`config.mk`:
```
export PLATFORM = sky130hd
export DESIGN_NAME = out_uart_tx
export DESIGN_NICKNAME = d
export VERILOG_FILES = /design/src/rtl/out_uart_tx.sv
export SDC_FILE = /design/constraint.sdc
export NUM_CORES = 1
export LEC_CHECK = 0
export ABC_AREA = 1
export ABC_CLOCK_PERIOD_IN_PS = 2500
export BUFFER_PORTS_ARGS = -buffer_cell sky130_fd_sc_hd__buf_4
export CORE_MARGIN = 2
export CORE_UTILIZATION = 30
export CTS_CLUSTER_SIZE = 8
export DETAILED_ROUTE_END_ITERATION = 7
export PLACE_DENSITY = 0.56
export REMOVE_ABC_BUFFERS = 1
export SKIP_LAST_GASP = 1
export SYNTH_ARGS = -nofsm -noshare
export SYNTH_HDL_FRONTEND = slang
export SYNTH_SLANG_ARGS = --single-unit
```
`constraint.sdc`:
```
create_clock -name clk -period 2.5 [get_ports clk]
set_input_delay 0.125 -clock clk [delete_from_list [all_inputs] [get_ports clk]]
set_output_delay 0.125 -clock clk [all_outputs]
set_load 0.01 [all_outputs]
```
`src/rtl/out_uart_tx.sv`:
```
// out_uart_tx: captures each new value on the core's output bus, queues it in
// a small circular FIFO and serialises the queue as UART frames on one pin.
// Default build sends 8N1 frames (10*CLKS_PER_BIT cycles). Defining
// OUT_UART_TX_PARITY_EN inserts an even-parity bit (11*CLKS_PER_BIT cycles).
// tx is a registered copy of the level the FSM state calls for, so it lags
// the state register by one cycle.
module out_uart_tx #(
    parameter int CLKS_PER_BIT = 4,   // 2..255
    parameter int DEPTH        = 4    // power of two, 2..16
) (
    input  logic       clk,
    input  logic       rst,
    input  logic       en,
    input  logic [7:0] data_in,
    output logic       tx,
    output logic       busy,
    output logic       fifo_full,
    output logic       overflow
);

    localparam int         AW         = $clog2(DEPTH);
    localparam logic [AW:0] FULL_COUNT = (AW+1)'(DEPTH);
    localparam logic [7:0] BAUD_LAST  = 8'(CLKS_PER_BIT - 1);

`ifdef OUT_UART_TX_PARITY_EN
    typedef enum logic [2:0] {S_IDLE, S_START, S_DATA, S_PARITY, S_STOP} state_t;
`else
    typedef enum logic [1:0] {S_IDLE, S_START, S_DATA, S_STOP} state_t;
`endif

    // FIFO storage and bookkeeping
    logic [7:0]    r_mem [DEPTH];
    logic [AW-1:0] r_wr_ptr;
    logic [AW-1:0] r_rd_ptr;
    logic [AW:0]   r_count;

    // change detector and sticky drop flag
    logic [7:0] r_last;
    logic       r_primed;
    logic       r_overflow;

    // transmitter
    state_t     r_state, w_state_next;
    logic [7:0] r_baud, w_baud_next;
    logic [2:0] r_bit_idx, w_bit_idx_next;
    logic [7:0] r_shift, w_shift_next;
    logic       r_tx, w_tx_next;

    logic w_pop;
    logic w_push_req;
    logic w_push_ok;
    logic w_full;
    logic w_empty;
    logic w_baud_done;

    assign w_full      = (r_count == FULL_COUNT);
    assign w_empty     = (r_count == '0);
    assign w_baud_done = (r_baud == BAUD_LAST);

    // A capture is requested for the first value after reset and then only on change.
    assign w_push_req = en && (!r_primed || (data_in != r_last));
    // A full FIFO still accepts a push when the transmitter pops on the same edge.
    assign w_push_ok  = w_push_req && (!w_full || w_pop);

    // FIFO storage write; contents need no reset since count gates every read.
    always_ff @(posedge clk) begin
        if (w_push_ok) begin
            r_mem[r_wr_ptr] <= data_in;
        end
    end

    // Capture tracking, FIFO pointers/count and the sticky overflow flag.
    always_ff @(posedge clk) begin
        if (rst) begin
            r_wr_ptr   <= '0;
            r_rd_ptr   <= '0;
            r_count    <= '0;
            r_last     <= 8'h00;
            r_primed   <= 1'b0;
            r_overflow <= 1'b0;
        end else begin
            if (w_push_req) begin
                r_last   <= data_in;
                r_primed <= 1'b1;
            end
            if (w_push_ok) begin
                r_wr_ptr <= r_wr_ptr + AW'(1);
            end
            if (w_pop) begin
                r_rd_ptr <= r_rd_ptr + AW'(1);
            end
            if (w_push_ok && !w_pop) begin
                r_count <= r_count + (AW+1)'(1);
            end else if (!w_push_ok && w_pop) begin
                r_count <= r_count - (AW+1)'(1);
            end
            if (w_push_req && w_full && !w_pop) begin
                r_overflow <= 1'b1;
            end
        end
    end

    // Transmitter state register and the registered tx level.
    always_ff @(posedge clk) begin
        if (rst) begin
            r_state   <= S_IDLE;
            r_baud    <= 8'd0;
            r_bit_idx <= 3'd0;
            r_shift   <= 8'h00;
            r_tx      <= 1'b1;
        end else begin
            r_state   <= w_state_next;
            r_baud    <= w_baud_next;
            r_bit_idx <= w_bit_idx_next;
            r_shift   <= w_shift_next;
            r_tx      <= w_tx_next;
        end
    end

    // Next-state, baud/bit counting and the line level for the current state.
    always_comb begin
        w_state_next   = r_state;
        w_baud_next    = r_baud;
        w_bit_idx_next = r_bit_idx;
        w_shift_next   = r_shift;
        w_tx_next      = 1'b1;
        w_pop          = 1'b0;
        case (r_state)
            S_IDLE: begin
                w_tx_next = 1'b1;
                if (!w_empty) begin
                    w_pop        = 1'b1;
                    w_shift_next = r_mem[r_rd_ptr];
                    w_baud_next  = 8'd0;
                    w_state_next = S_START;
                end
            end
            S_START: begin
                w_tx_next = 1'b0;
                if (w_baud_done) begin
                    w_baud_next    = 8'd0;
                    w_bit_idx_next = 3'd0;
                    w_state_next   = S_DATA;
                end else begin
                    w_baud_next = r_baud + 8'd1;
                end
            end
            S_DATA: begin
                w_tx_next = r_shift[r_bit_idx];
                if (w_baud_done) begin
                    w_baud_next = 8'd0;
                    if (r_bit_idx == 3'd7) begin
`ifdef OUT_UART_TX_PARITY_EN
                        w_state_next = S_PARITY;
`else
                        w_state_next = S_STOP;
`endif
                    end else begin
                        w_bit_idx_next = r_bit_idx + 3'd1;
                    end
                end else begin
                    w_baud_next = r_baud + 8'd1;
                end
            end
`ifdef OUT_UART_TX_PARITY_EN
            S_PARITY: begin
                w_tx_next = ^r_shift;
                if (w_baud_done) begin
                    w_baud_next  = 8'd0;
                    w_state_next = S_STOP;
                end else begin
                    w_baud_next = r_baud + 8'd1;
                end
            end
`endif
            S_STOP: begin
                w_tx_next = 1'b1;
                if (w_baud_done) begin
                    w_baud_next  = 8'd0;
                    w_state_next = S_IDLE;
                end else begin
                    w_baud_next = r_baud + 8'd1;
                end
            end
            default: begin
                w_state_next = S_IDLE;
            end
        endcase
    end

    assign tx        = r_tx;
    assign busy      = (r_state != S_IDLE) || !w_empty;
    assign fifo_full = w_full;
    assign overflow  = r_overflow;

endmodule
```
# Yosys cells after proc, flatten, opt, wreduce, memory -nomap -nowiden
# Memory sizes are Yosys's and may differ from the RTL's. A register that Yosys moved wholly into a read port is not among the register bits.
# Index checks and enable logic that the tools add are counted.
[word_totals]
regBits = 31
ram_bits = 32
in_bits = 11
wordCells = 78
memories = 1
[mem_list]
columns = ["memory", "words", "width", "read_ports", "rd_clocked_by_memory_dff", "wr", "line_no", "rtl"]
rows = [
  ["r_mem", 4, 8, 1, 1, 1, "32", "logic [7:0] r_mem [DEPTH];"],
]
[op_classes]
addsub = 6
magnitude_cmp = 1
n_eq_ne = 13
mux = 22
bitwise_logic = 1
n_reduce_logical = 24
[ops]
columns = ["op", "count"]
rows = [
  ["$mux W8", 2],
  ["$pmux W8 S2", 1],
  ["$mux W3", 5],
  ["$ne A2 B2 Y1 const B", 6],
  ["$mux W2", 5],
  ["$add A8 B1 Y8 const B", 1],
  ["$eq A8 B2 Y1 const B", 1],
  ["$ne A8 B8 Y1", 1],
  ["$pmux W2 S4", 1],
  ["$add A3 B1 Y3 const B", 2],
  ["$eq A3 B3 Y1 const B", 2],
  ["$logic_and A1 B1 Y1", 6],
  ["$pmux W3 S2", 1],
  ["$reduce_bool A2 Y1", 3],
  ["$logic_not A1 Y1", 5],
  ["$mux W1", 5],
  ["$reduce_and A5 Y1", 1],
  ["$add A2 B1 Y2 const B", 2],
  ["$eq A2 B2 Y1 const B", 2],
  ["$lt A3 B4 Y1 const B", 1],
  ["$reduce_and A4 Y1", 1],
  ["$bmux W1 S3", 1],
  ["$logic_not A3 Y1", 1],
  ["$logic_or A1 B1 Y1", 3],
  ["8 further kinds", 8],
]

# Longest topological paths before layout
# Gate-level depths: netlist of the first run.
[depth]
depth_word = 9
ltp_mapped = 17
ltp_nobuf = 17

# Least setup slack after synthesis of the first run
# OpenSTA, ideal clock, no wires.
[synth_timing]
path_type = "reg2reg"
start = "register r_state[0]"
end = "register r_count[1]"
setup_ps = 120
arrival_ps = 1924
setup_slack_ps = 456
stages_incl_launch_ff = 12
synth_period_minus_slack_ps = 2044
cell_sequence = "dfxtp_1 inv_1 ha_1 nor2_1 inv_1 nand3_1 inv_1 ha_1 inv_1 fa_1 o21ai_0 a21oi_1"
[synth_between]
elab_chain_cells = 7
elab_cells_between_ends = 10
cone_classes = "mux (2); reduce/logical (8)"
[synth_lines]
columns = ["element", "line_no", "rtl"]
rows = [
  ["start, declared", "43", "state_t r_state, w_state_next;"],
  ["start signal, assigned", "112", "r_state <= w_state_next;"],
  ["$logic_not A2 Y1 *", "128", "case (r_state)"],
  ["$mux W1 *", "128", ""],
  ["$logic_or A1 B1 Y1 *", "63", "assign w_push_ok = w_push_req && (!w_full || w_pop);"],
  ["$logic_and A1 B1 Y1 *", "63", ""],
  ["via w_push_ok", "51", "logic w_push_ok;"],
  ["$logic_not A1 Y1", "94", "end else if (!w_push_ok && w_pop) begin"],
  ["$logic_and A1 B1 Y1", "94", ""],
  ["$reduce_bool A2 Y1 (no line)", "n/a", ""],
  ["end signal, assigned", "93", "r_count <= r_count + (AW+1)'(1);"],
  ["end signal, assigned", "95", "r_count <= r_count - (AW+1)'(1);"],
  ["end, declared", "35", "logic [AW:0] r_count;"],
]
# The timed path passes the listed nets; every way through them passes the cells marked *.
# A chain may end at the register's enable or synchronous reset.

# Worst setup path after layout of the first run
[layout_timing]
start = "input port data_in[1]"
end = "register r_count[2]"
[layout_between]
elab_chain_cells = 7
elab_cells_between_ends = 9
cone_classes = "eq/ne (1); mux (1); reduce/logical (7)"
[layout_lines]
columns = ["element", "line_no", "rtl"]
rows = [
  ["start, declared", "14", "input logic [7:0] data_in,"],
  ["$ne A8 B8 Y1 *", "61", "assign w_push_req = en && (!r_primed || (data_in != r_last));"],
  ["$logic_or A1 B1 Y1 *", "61", ""],
  ["$logic_and A1 B1 Y1 *", "61", ""],
  ["$logic_and A1 B1 Y1 *", "63", ""],
  ["via w_push_ok", "51", ""],
  ["$logic_not A1 Y1", "94", ""],
  ["$logic_and A1 B1 Y1", "94", ""],
  ["$reduce_bool A2 Y1 (no line)", "n/a", ""],
]
# Marked as above.

==> flow_metrics.env, run 1 <==
export IMPL_crit_fanout=7
export IMPL_skew_ns=0.00724
export IMPL_clkLatencyLatePin_ns=0.34
export IMPL_ys_ff_latch=71
export IMPL_grt_pass1_wl_mm=10.4
export IMPL_drv_cap=0
export IMPL_drc=0
export IMPL_yosys_top_cells_area="edfxtp_1 (30%), dfxtp_1 (24%), nor2_1 (8.6%), o21ai_0 (6.3%), inv_1 (6.0%)"
export IMPL_hpwl_mm=4.23
export IMPL_area_growth_pct=18.2
export IMPL_ys_seq_area_share_pct=54.7
export IMPL_total_power_mw=3.54
export IMPL_crit_path_end="r_count[2]"
export IMPL_r2r_end="r_count[1]"
export IMPL_synth_edff_count=32
export IMPL_final_nets=420
export IMPL_avgSynthCellArea_sq_um=8.71
export IMPL_worstSetupPathType="in2reg"
export IMPL_setup_tns_ns=0
export IMPL_grt_setup_unrepaired="false"
export IMPL_die_w_um=107
export IMPL_cts_tree="yes"
export IMPL_drtIter0Drc=67
export IMPL_grt_overflow_total=0
export IMPL_synth_cells=366
export IMPL_power_frac_seq_pct=42.6
export IMPL_synth_most_common_cell="nor2_1"
export IMPL_critPathLaunchType="input pin"
export IMPL_core_sq_um=10300
export IMPL_relSlewSlack_pct=70.0
export IMPL_dieArea_sq_um=11500
export IMPL_vias=2409
export IMPL_cp_num_buf_inv=5
export IMPL_grt_max_degree=18
export IMPL_yosysWarnings=0
export IMPL_yosysTopAreaCell="edfxtp_1"
export IMPL_p_per_area_nw_per_um2=939
export IMPL_crit_path_start="data_in[1]"
export IMPL_fin_crit_ns=2.23
export IMPL_initial_utilization_pct=30.9
export IMPL_fin_cells=536
export IMPL_antenna_found_initial=0
export IMPL_finalHoldViolCount=0
export IMPL_first_pass_iters=4
export IMPL_dp_cells=514
export IMPL_worstMarginPinSlew_ns=0.450
export IMPL_cts_root_buf="clkbuf_8"
export IMPL_slew_viol_final=0
export IMPL_combPwrFrac_pct=28.8
export IMPL_max_freq_ghz=0.448
export IMPL_grtUsageTotal_pct=11.5
export IMPL_finalWirelength_mm=6.04
export IMPL_status="finished, final reports clean"
export IMPL_clkSinkCount=71
export IMPL_synth_top_area_share_pct=30.2
export IMPL_nFillCells=1032
export IMPL_std_cell_rows=37
export IMPL_switchingPower_mw=1.20
export IMPL_vias_per_cell=4.49
export IMPL_syn_area_sq_um=3190
export IMPL_grt_pass1_vias=2292
export IMPL_p_leak_nw=1.54
export IMPL_rrSetupSlack_ns=0.32
export IMPL_cp_depth=16
export IMPL_final_util_pct=36.5
export IMPL_crit_slowest_cell="dlygate4sd3_1"
export IMPL_whs_path_depth=1
export IMPL_gp_congestion=0.764
export IMPL_required_ns=2.78
export IMPL_cts_clk_slew_worst_paths_ns=0.08
export IMPL_power_frac_clock_pct=28.7
export IMPL_peakVddDrop_v=0.000331
export IMPL_num_io_pins=15
export IMPL_synthArstFlopShare_pct=0
export IMPL_arrival_ns=2.52
export IMPL_htreeDepth=3
export IMPL_holdCritPathClass="in2reg"
export IMPL_drive_above_1_share_pct=10.5
export IMPL_portBuffers=14
export IMPL_worstRegToRegCells=11
export IMPL_cts_made_buffers=9
export IMPL_critPathMaxStageDelay_ns=0.53
export IMPL_synth_cell_type_count=29
export IMPL_swShare_pct=34.0
export IMPL_antennaDiodeCount=0
export IMPL_fp_dieH_um=107
export IMPL_cts_max_path_buffers=2
export IMPL_final_antenna_net_count=0
export IMPL_crit_chain="dlygate4sd3_1 -> buf_4 -> inv_1 -> o211ai_1 -> nor2_1 -> nand2_1 -> nand3_4 -> inv_1 -> ha_1 -> inv_1 -> fa_1 -> nor2_1 -> nor2_1 -> nand2_1 -> o21ai_0 -> a21oi_1"
export IMPL_synthTopCellsByCount="nor2_1 (73), inv_1 (51), nand2_1 (49), o21ai_0 (40), dfxtp_1 (39)"
export IMPL_finalSetupViolCount=0
export IMPL_avgRoutedWirePerCell_um=11.3
export IMPL_cp_end_kind="register"
export IMPL_cp_top_family="buffers and inverters"
export IMPL_fin_crit_sh_pct=89.4
export IMPL_timing_rr_start="r_state[0]"
export IMPL_synth_flop_cell="dfxtp_1"
export IMPL_p_int_mw=2.34
export IMPL_post_cts_setup_buffers=0
layout make-up:
type	instances	area (sq um)	area share (%)
clock buffers	10	128	3.39
clock inverters	6	93.8	2.49
inverters	52	195	5.18
multi-input cells	235	1230	32.6
flip-flops and latches	71	1740	46.2
well taps	136	170	4.52
repair buffers	26	210	5.58
kinds of logic after synthesis:
group	Yosys count	share of synthesized area, %
and+or+nand+nor	149	19.7
DFF	71	54.7
AOI/OAI and AO/OA	67	11.3
buffers and inverters	60	7.22
adders and majority gates	14	5.73
xor gates and xnor gates	5	1.37
sequential cells by signal, indices dropped and copies added, names as in the netlist:
name and count:
overflow 1, r_baud 8, r_state 2, r_primed 1, r_mem 32, r_last 8, r_shift 8, r_wr_ptr 2
r_rd_ptr 2, r_bit_idx 3, r_count 3, tx 1
routing by layer:
layer | global-route usage, % | wire length [um]
met3 | 3.16 | 158
met2 | 19.3 | 2950
met4 | 4.45 | 105
met1 | 14.0 | 2830
met5 | 0 | 0
placed cells by master (no fill, tap or decap), drive strengths merged, types with 4 or more instances in the layout:
cell	count
clkbuf	10
nor2	74
o21ai	41
inv	52
a31oi	8
ha	13
dfxtp	39
nand4	4
dlygate4sd3	6
a21oi	13
nor3	6
nand3	9
buf	20
nand2	52
edfxtp	32
worst register-to-register path, stage by stage, from the launching register on:
cell,delay [ns]
dfxtp_1,0.36
inv_1,0.10
ha_1,0.25
nor2_1,0.18
inv_1,0.12
nand3_4,0.13
inv_1,0.05
ha_1,0.18
inv_1,0.10
fa_1,0.41
o21ai_0,0.16
a21oi_1,0.05
power by group through the flow:
stage	clock, mW	combinational (mW)	sequential (mW)
after floorplan	0	0.711	1.53
after global placement	0	1.02	1.53
after detailed placement	0	1.02	1.53
after CTS	1.04	1.03	1.51
after global routing	1.10	1.20	1.53
final	1.02	1.02	1.51
stage by stage:
stage	instance area, sq um	hold WS [ns]	setup WS, ns
2_1_floorplan	3150	0.194	0.456
3_3_place_gp	3470	0.352	0.302
3_5_place_dp	3470	0.355	0.215
4_1_cts	3740	0.00131	0.200
5_1_grt	3770	0.00254	0.0160
6_report	3770	0.0184	0.266
how the worst min path moves through the flow:
stage	slack [ns]	to	from
3_5_place_dp	0.35	r_mem[0][0]	data_in[0]
6_report	0.02	r_mem[3][2]	data_in[2]
3_3_place_gp	0.35	r_mem[0][4]	data_in[4]
5_1_grt	0.003	r_mem[3][2]	data_in[2]
4_1_cts	0.001	r_mem[2][2]	data_in[2]
2_1_floorplan	0.19	overflow	rst
what timing repair did:
| item | in CTS | in global routing |
|---|---|---|
| resized for setup | 0 | 2 |
| setup endpoints to repair | 0 | 2 |
| endpoints found under the hold margin | 19 | 2 |
| hold buffers | 5 | 1 |
Power figures use the tool's default switching activity.
==> run 2, diff against run 1 <==
--- a/config.mk
+++ b/config.mk
@@ -9,10 +9,10 @@
 export ABC_CLOCK_PERIOD_IN_PS = 2500
 export BUFFER_PORTS_ARGS = -buffer_cell sky130_fd_sc_hd__buf_4
 export CORE_MARGIN = 2
-export CORE_UTILIZATION = 30
+export CORE_UTILIZATION = 60
 export CTS_CLUSTER_SIZE = 8
 export DETAILED_ROUTE_END_ITERATION = 7
-export PLACE_DENSITY = 0.56
+export PLACE_DENSITY = 0.89
 export REMOVE_ABC_BUFFERS = 1
 export SKIP_LAST_GASP = 1
 export SYNTH_ARGS = -nofsm -noshare
==> flow_metrics.env, run 2 (synthesis gave the netlist of run 1 again) <==
export IMPL_cts_clk_slew_worst_paths_ns=0.07
export IMPL_slew_viol_final=0
export IMPL_placed_cell_area_sq_um=3380
export IMPL_required_ns=2.78
export IMPL_cts_max_path_buffers=2
export IMPL_timing_rr_start="r_state[0]"
export IMPL_antennaDiodeCount=0
export IMPL_vias_per_cell=5.35
export IMPL_worstMarginPinSlew_ns=0.756
export IMPL_grt_pass1_wl_mm=10.7
export IMPL_whs_path_depth=1
export IMPL_portBuffers=14
export IMPL_gp_congestion=0.742
export IMPL_grtUsageTotal_pct=23.4
export IMPL_finalWirelength_mm=6.19
export IMPL_critPathLaunchType="input pin"
export IMPL_fp_dieH_um=76.9
export IMPL_p_per_area_nw_per_um2=963
export IMPL_peakVddDrop_v=0.000620
export IMPL_core_sq_um=5110
export IMPL_htreeDepth=3
export IMPL_stdcell_area_sq_um=3670
export IMPL_grt_overflow_total=0
export IMPL_p_leak_nw=1.53
export IMPL_num_io_pins=15
export IMPL_cts_tree="yes"
export IMPL_fin_crit_sh_pct=90.3
export IMPL_regMostFlops="r_mem"
export IMPL_grt_pass1_vias=2529
export IMPL_r2r_end="r_count[2]"
export IMPL_cp_end_kind="register"
export IMPL_dieArea_sq_um=5910
export IMPL_cts_made_buffers=9
export IMPL_finalSetupViolCount=0
export IMPL_setup_tns_ns=0
export IMPL_layout_common_cells="nor2_1 (73), inv_1 (51), nand2_1 (48)"
export IMPL_antenna_found_initial=0
export IMPL_final_common_cell="nor2_1"
export IMPL_vias=2510
export IMPL_finalHoldViolCount=0
export IMPL_holdCritPathClass="in2reg"
export IMPL_drc=0
export IMPL_rrSetupSlack_ns=0.26
export IMPL_hpwl_mm=4.04
export IMPL_final_antenna_net_count=0
export IMPL_final_nets=419
export IMPL_relSlewSlack_pct=49.5
export IMPL_skew_ns=0.00726
export IMPL_clkLatencyLatePin_ns=0.35
export IMPL_pre_cts_ws_ns=0.190
export IMPL_grt_max_degree=28
export IMPL_fin_crit_ns=2.26
export IMPL_area_growth_pct=15.2
export IMPL_crit_fanout=7
export IMPL_clkSinkCount=71
export IMPL_status="finished, final reports clean"
export IMPL_die_w_um=76.9
export IMPL_arrival_ns=2.54
export IMPL_drtIter0Drc=147
export IMPL_drive_above_1_share_pct=10.5
export IMPL_initial_utilization_pct=62.4
export IMPL_worstRegToRegCells=14
export IMPL_worstSetupPathType="in2reg"
export IMPL_drv_cap=0
export IMPL_fin_ws_ns=0.244
export IMPL_nFillCells=351
export IMPL_holdPathEnd="r_mem[0][7]"
export IMPL_min_delay_start="data_in[7]"
export IMPL_avgRoutedWirePerCell_um=13.2
export IMPL_grt_setup_unrepaired="false"
export IMPL_largest_register_ffs=32
export IMPL_first_pass_iters=4
export IMPL_max_freq_ghz=0.443
export IMPL_cts_root_buf="clkbuf_8"
export IMPL_std_cell_rows=26
## run 2: what timing repair did
item / in CTS / in global routing
hold endpoints to repair: 23 / 0
setup endpoints to repair: 0 / 2
setup buffers: 0 / 0
gates resized for setup: 0 / 4
hold buffers: 6 / 0
## run 2: metrics by stage
step	util (%)	power (mW)	hold slack [ns]	cells
detailed placement	66.2	2.54	0.351	447
floorplan	-	2.24	0.194	358
CTS	71.5	3.52	0.00102	469
global route	71.9	3.77	0.00862	469
global placement	66.2	2.50	0.349	447
finish	71.9	3.53	0.0113	469
## run 2: worst max path at each step
stage	depth (start not counted)	start	slack [ns]	to
3_3_place_gp	11	r_state[0]	0.34	r_count[1]
5_1_grt	16	data_in[1]	0.05	r_count[2]
4_1_cts	16	data_in[1]	0.09	r_count[2]
2_1_floorplan	11	r_state[0]	0.46	r_count[1]
3_5_place_dp	11	r_state[0]	0.19	r_count[1]
6_report	19	data_in[5]	0.24	r_count[2]
## run 2: layout make-up
cell class | count | area, sq um | share of cell area, %
Sequential cell | 71 | 1740 | 47.4
Multi-Input combinational cell | 235 | 1230 | 33.6
Timing Repair Buffer | 25 | 203 | 5.52
Inverter | 52 | 195 | 5.32
Clock buffer | 9 | 124 | 3.37
Clock inverter | 7 | 87.6 | 2.39
Tap cell | 70 | 87.6 | 2.39
## run 2: power breakdown
| part | switching, mW | internal, mW |
|---|---|---|
| logic | 0.688 | 0.370 |
| registers | 0.106 | 1.40 |
| clock network | 0.416 | 0.552 |
## run 2: critical path: stages
cell	delay [ns]
dlygate4sd3_1	0.54
buf_4	0.16
inv_1	0.05
nand2_1	0.04
nand2_1	0.07
inv_1	0.04
nand3_1	0.06
nor2_1	0.05
nand2_2	0.13
nand3_4	0.12
inv_1	0.08
ha_1	0.15
inv_1	0.08
fa_1	0.39
nor2_1	0.13
nor2_1	0.05
nand2_1	0.07
o21ai_0	0.08
a21oi_1	0.15
## run 2: per-layer routing
layer	GRT usage, %	share of wire, %	wire length (um)
met1	25.1	40	2470
met2	40.4	51	3130
met3	5.29	5.3	329
met4	16.7	4.3	267
met5	0	0	0
==> run 3, diff against run 2 <==
--- a/config.mk
+++ b/config.mk
@@ -5,7 +5,6 @@
 export SDC_FILE = /design/constraint.sdc
 export NUM_CORES = 1
 export LEC_CHECK = 0
-export ABC_AREA = 1
 export ABC_CLOCK_PERIOD_IN_PS = 2500
 export BUFFER_PORTS_ARGS = -buffer_cell sky130_fd_sc_hd__buf_4
 export CORE_MARGIN = 2
==> flow_metrics.env, run 3 <==
export IMPL_antennaDiodeCount=0
export IMPL_layout_common_cells="dfxtp_1 (37), edfxtp_1 (32), buf_4 (28)"
export IMPL_peakVddDrop_v=0.000749
export IMPL_placed_cell_area_sq_um=3460
export IMPL_cts_made_buffers=9
export IMPL_std_cell_rows=26
export IMPL_initial_utilization_pct=62.9
export IMPL_fin_crit_ns=2.46
export IMPL_finalWirelength_mm=6.46
export IMPL_grt_pass1_vias=2191
export IMPL_hold_slack_ns=0.135
export IMPL_cts_max_path_buffers=2
export IMPL_slew_viol_final=0
export IMPL_p_leak_nw=1.41
export IMPL_cts_tree="yes"
export IMPL_grtUsageTotal_pct=23.0
export IMPL_status="finished, final reports clean"
export IMPL_fp_dieH_um=77.4
export IMPL_dieArea_sq_um=5990
export IMPL_stdcell_area_sq_um=3810
export IMPL_final_nets=332
export IMPL_drv_cap=0
export IMPL_ys_seq_area_share_pct=53.8
export IMPL_area_growth_pct=17.7
export IMPL_synth_cell_type_count=47
export IMPL_drc=0
export IMPL_die_w_um=77.4
export IMPL_critPathMaxStageDelay_ns=0.54
export IMPL_required_ns=2.80
export IMPL_grt_pass1_wl_mm=10.4
export IMPL_synth_edff_count=32
export IMPL_rrSetupSlack_ns=0.04
export IMPL_p_per_area_nw_per_um2=973
export IMPL_ys_ff_latch=71
export IMPL_htreeDepth=3
export IMPL_portBuffers=14
export IMPL_vias_per_cell=5.72
export IMPL_setup_tns_ns=0
export IMPL_max_freq_ghz=0.407
export IMPL_gp_congestion=0.803
export IMPL_finalHoldViolCount=0
export IMPL_holdCritPathClass="in2reg"
export IMPL_first_pass_iters=7
export IMPL_avgSynthCellArea_sq_um=12.1
export IMPL_synth_top_area_share_pct=29.7
export IMPL_crit_slowest_cell="or4b_4"
export IMPL_skew_ns=0.0103
export IMPL_clkSinkCount=71
export IMPL_finalSetupViolCount=0
export IMPL_drive_above_1_share_pct=23.7
export IMPL_hpwl_mm=4.07
export IMPL_worstSetupPathType="reg2reg"
export IMPL_arrival_ns=2.75
export IMPL_crit_fanout=3
export IMPL_fin_crit_sh_pct=98.3
export IMPL_worstMarginPinSlew_ns=0.593
export IMPL_grt_overflow_total=0
export IMPL_antenna_found_initial=0
export IMPL_cts_clk_slew_worst_paths_ns=0.08
export IMPL_final_common_cell="dfxtp_1"
export IMPL_yosysTopAreaCell="edfxtp_1"
export IMPL_clkLatencyLatePin_ns=0.36
export IMPL_synthArstFlopShare_pct=0
export IMPL_synthTopCellsByCount="dfxtp_1 (39), edfxtp_1 (32), nand2_1 (27), nor2_1 (23), a21oi_1 (14)"
export IMPL_syn_area_sq_um=3230
export IMPL_synth_cells=267
export IMPL_critPathLaunchType="register"
export IMPL_synth_most_common_cell="dfxtp_1"
export IMPL_core_sq_um=5140
export IMPL_grt_setup_unrepaired="true"
export IMPL_regMostFlops="r_mem"
export IMPL_total_power_mw=3.71
export IMPL_drtIter0Drc=126
export IMPL_cts_root_buf="clkbuf_8"
export IMPL_yosysWarnings=0
export IMPL_avgRoutedWirePerCell_um=16.9
export IMPL_num_io_pins=15
export IMPL_crit_chain="inv_2 -> ha_4 -> or4b_4 -> and2_4 -> o31a_4 -> ha_4 -> inv_2 -> fa_2 -> xor2_2 -> or3_4 -> a21oi_2"
export IMPL_synth_flop_cell="dfxtp_1"
export IMPL_cp_end_kind="register"
export IMPL_vias=2184
export IMPL_grt_max_degree=34
export IMPL_final_antenna_net_count=0
export IMPL_largest_register_ffs=32
export IMPL_yosys_top_cells_area="edfxtp_1 (30%), dfxtp_1 (24%), mux4_2 (7.0%), ha_1 (5.0%), nand2_1 (3.1%)"
export IMPL_relSlewSlack_pct=60.4
[run 3: path summary, 6_finish.rpt]
path         startpoint    endpoint  cells past startpoint
min reg2reg  r_shift[2]  r_shift[2]                      2
max          r_state[1]  r_count[2]                     11
min                  en    r_primed                      3
max reg2reg  r_state[1]  r_count[2]                     11
[run 3: logic make-up (layout without fill, tap and decap cells)]
family	after synthesis	after routing	synth area share, %
xor gates and xnor gates	19	19	5.15
muxes	20	20	10.1
DFF	71	71	53.8
buffers and inverters	16	61	2.05
and+or+nand+nor	93	93	15.7
AOI/OAI and AO/OA	34	34	7.51
adders and majority gates	14	14	5.65
[run 3: worst max-delay path, delay by kind of cell, from the launching register on]
family                   cells  cell delay [ns]
AO/OA/AOI/OAI                2             0.25
XOR/XNOR                     1             0.07
adder cells (fa/ha/maj)      3             0.54
buffers and inverters        2             0.10
flip-flops                   1             0.34
AND/OR/NAND/NOR              3             1.10
[run 3: power by group]
group          switching [mW]  internal, mW  total (mW)
registers               0.155          1.43        1.58
clock network           0.455         0.368       0.822
logic                   0.661         0.641        1.30
total                    1.27          2.44        3.71
[run 3: repair_timing]
action,in CTS,in global routing
resized for setup,2,11
hold buffers,8,0
buffers inserted,1,5
endpoints found under the setup margin,2,2
hold endpoints to repair,32,0
pin swaps,1,7
[run 3: metrics by stage]
stage,cells,util (%),worst slack (ns)
after global placement,352,67.3,0.0601
after global routing,382,74.1,-0.0547
after CTS,377,72.5,0.000510
after detailed placement,352,67.3,-0.0516
final,382,74.1,0.0425
after floorplan,260,-,0.0421
[run 3: layer usage]
metal	up-vias	part of all wire [%]	GRT usage (%)
li1	1056	-	-
met1	1058	40	25.3
met2	57	53	41.5
met3	13	4.6	7.21
met4	0	1.9	8.39
met5	-	0	0
[run 3: layout make-up]
type / instances / area [sq um]
clock buffer: 9 / 124
inverter: 9 / 36.3
fill: 330 / 1330
tap: 70 / 87.6
multi-input combinational: 180 / 1470
sequential: 71 / 1740
clock inverter: 7 / 55.1
timing repair buffer: 36 / 290
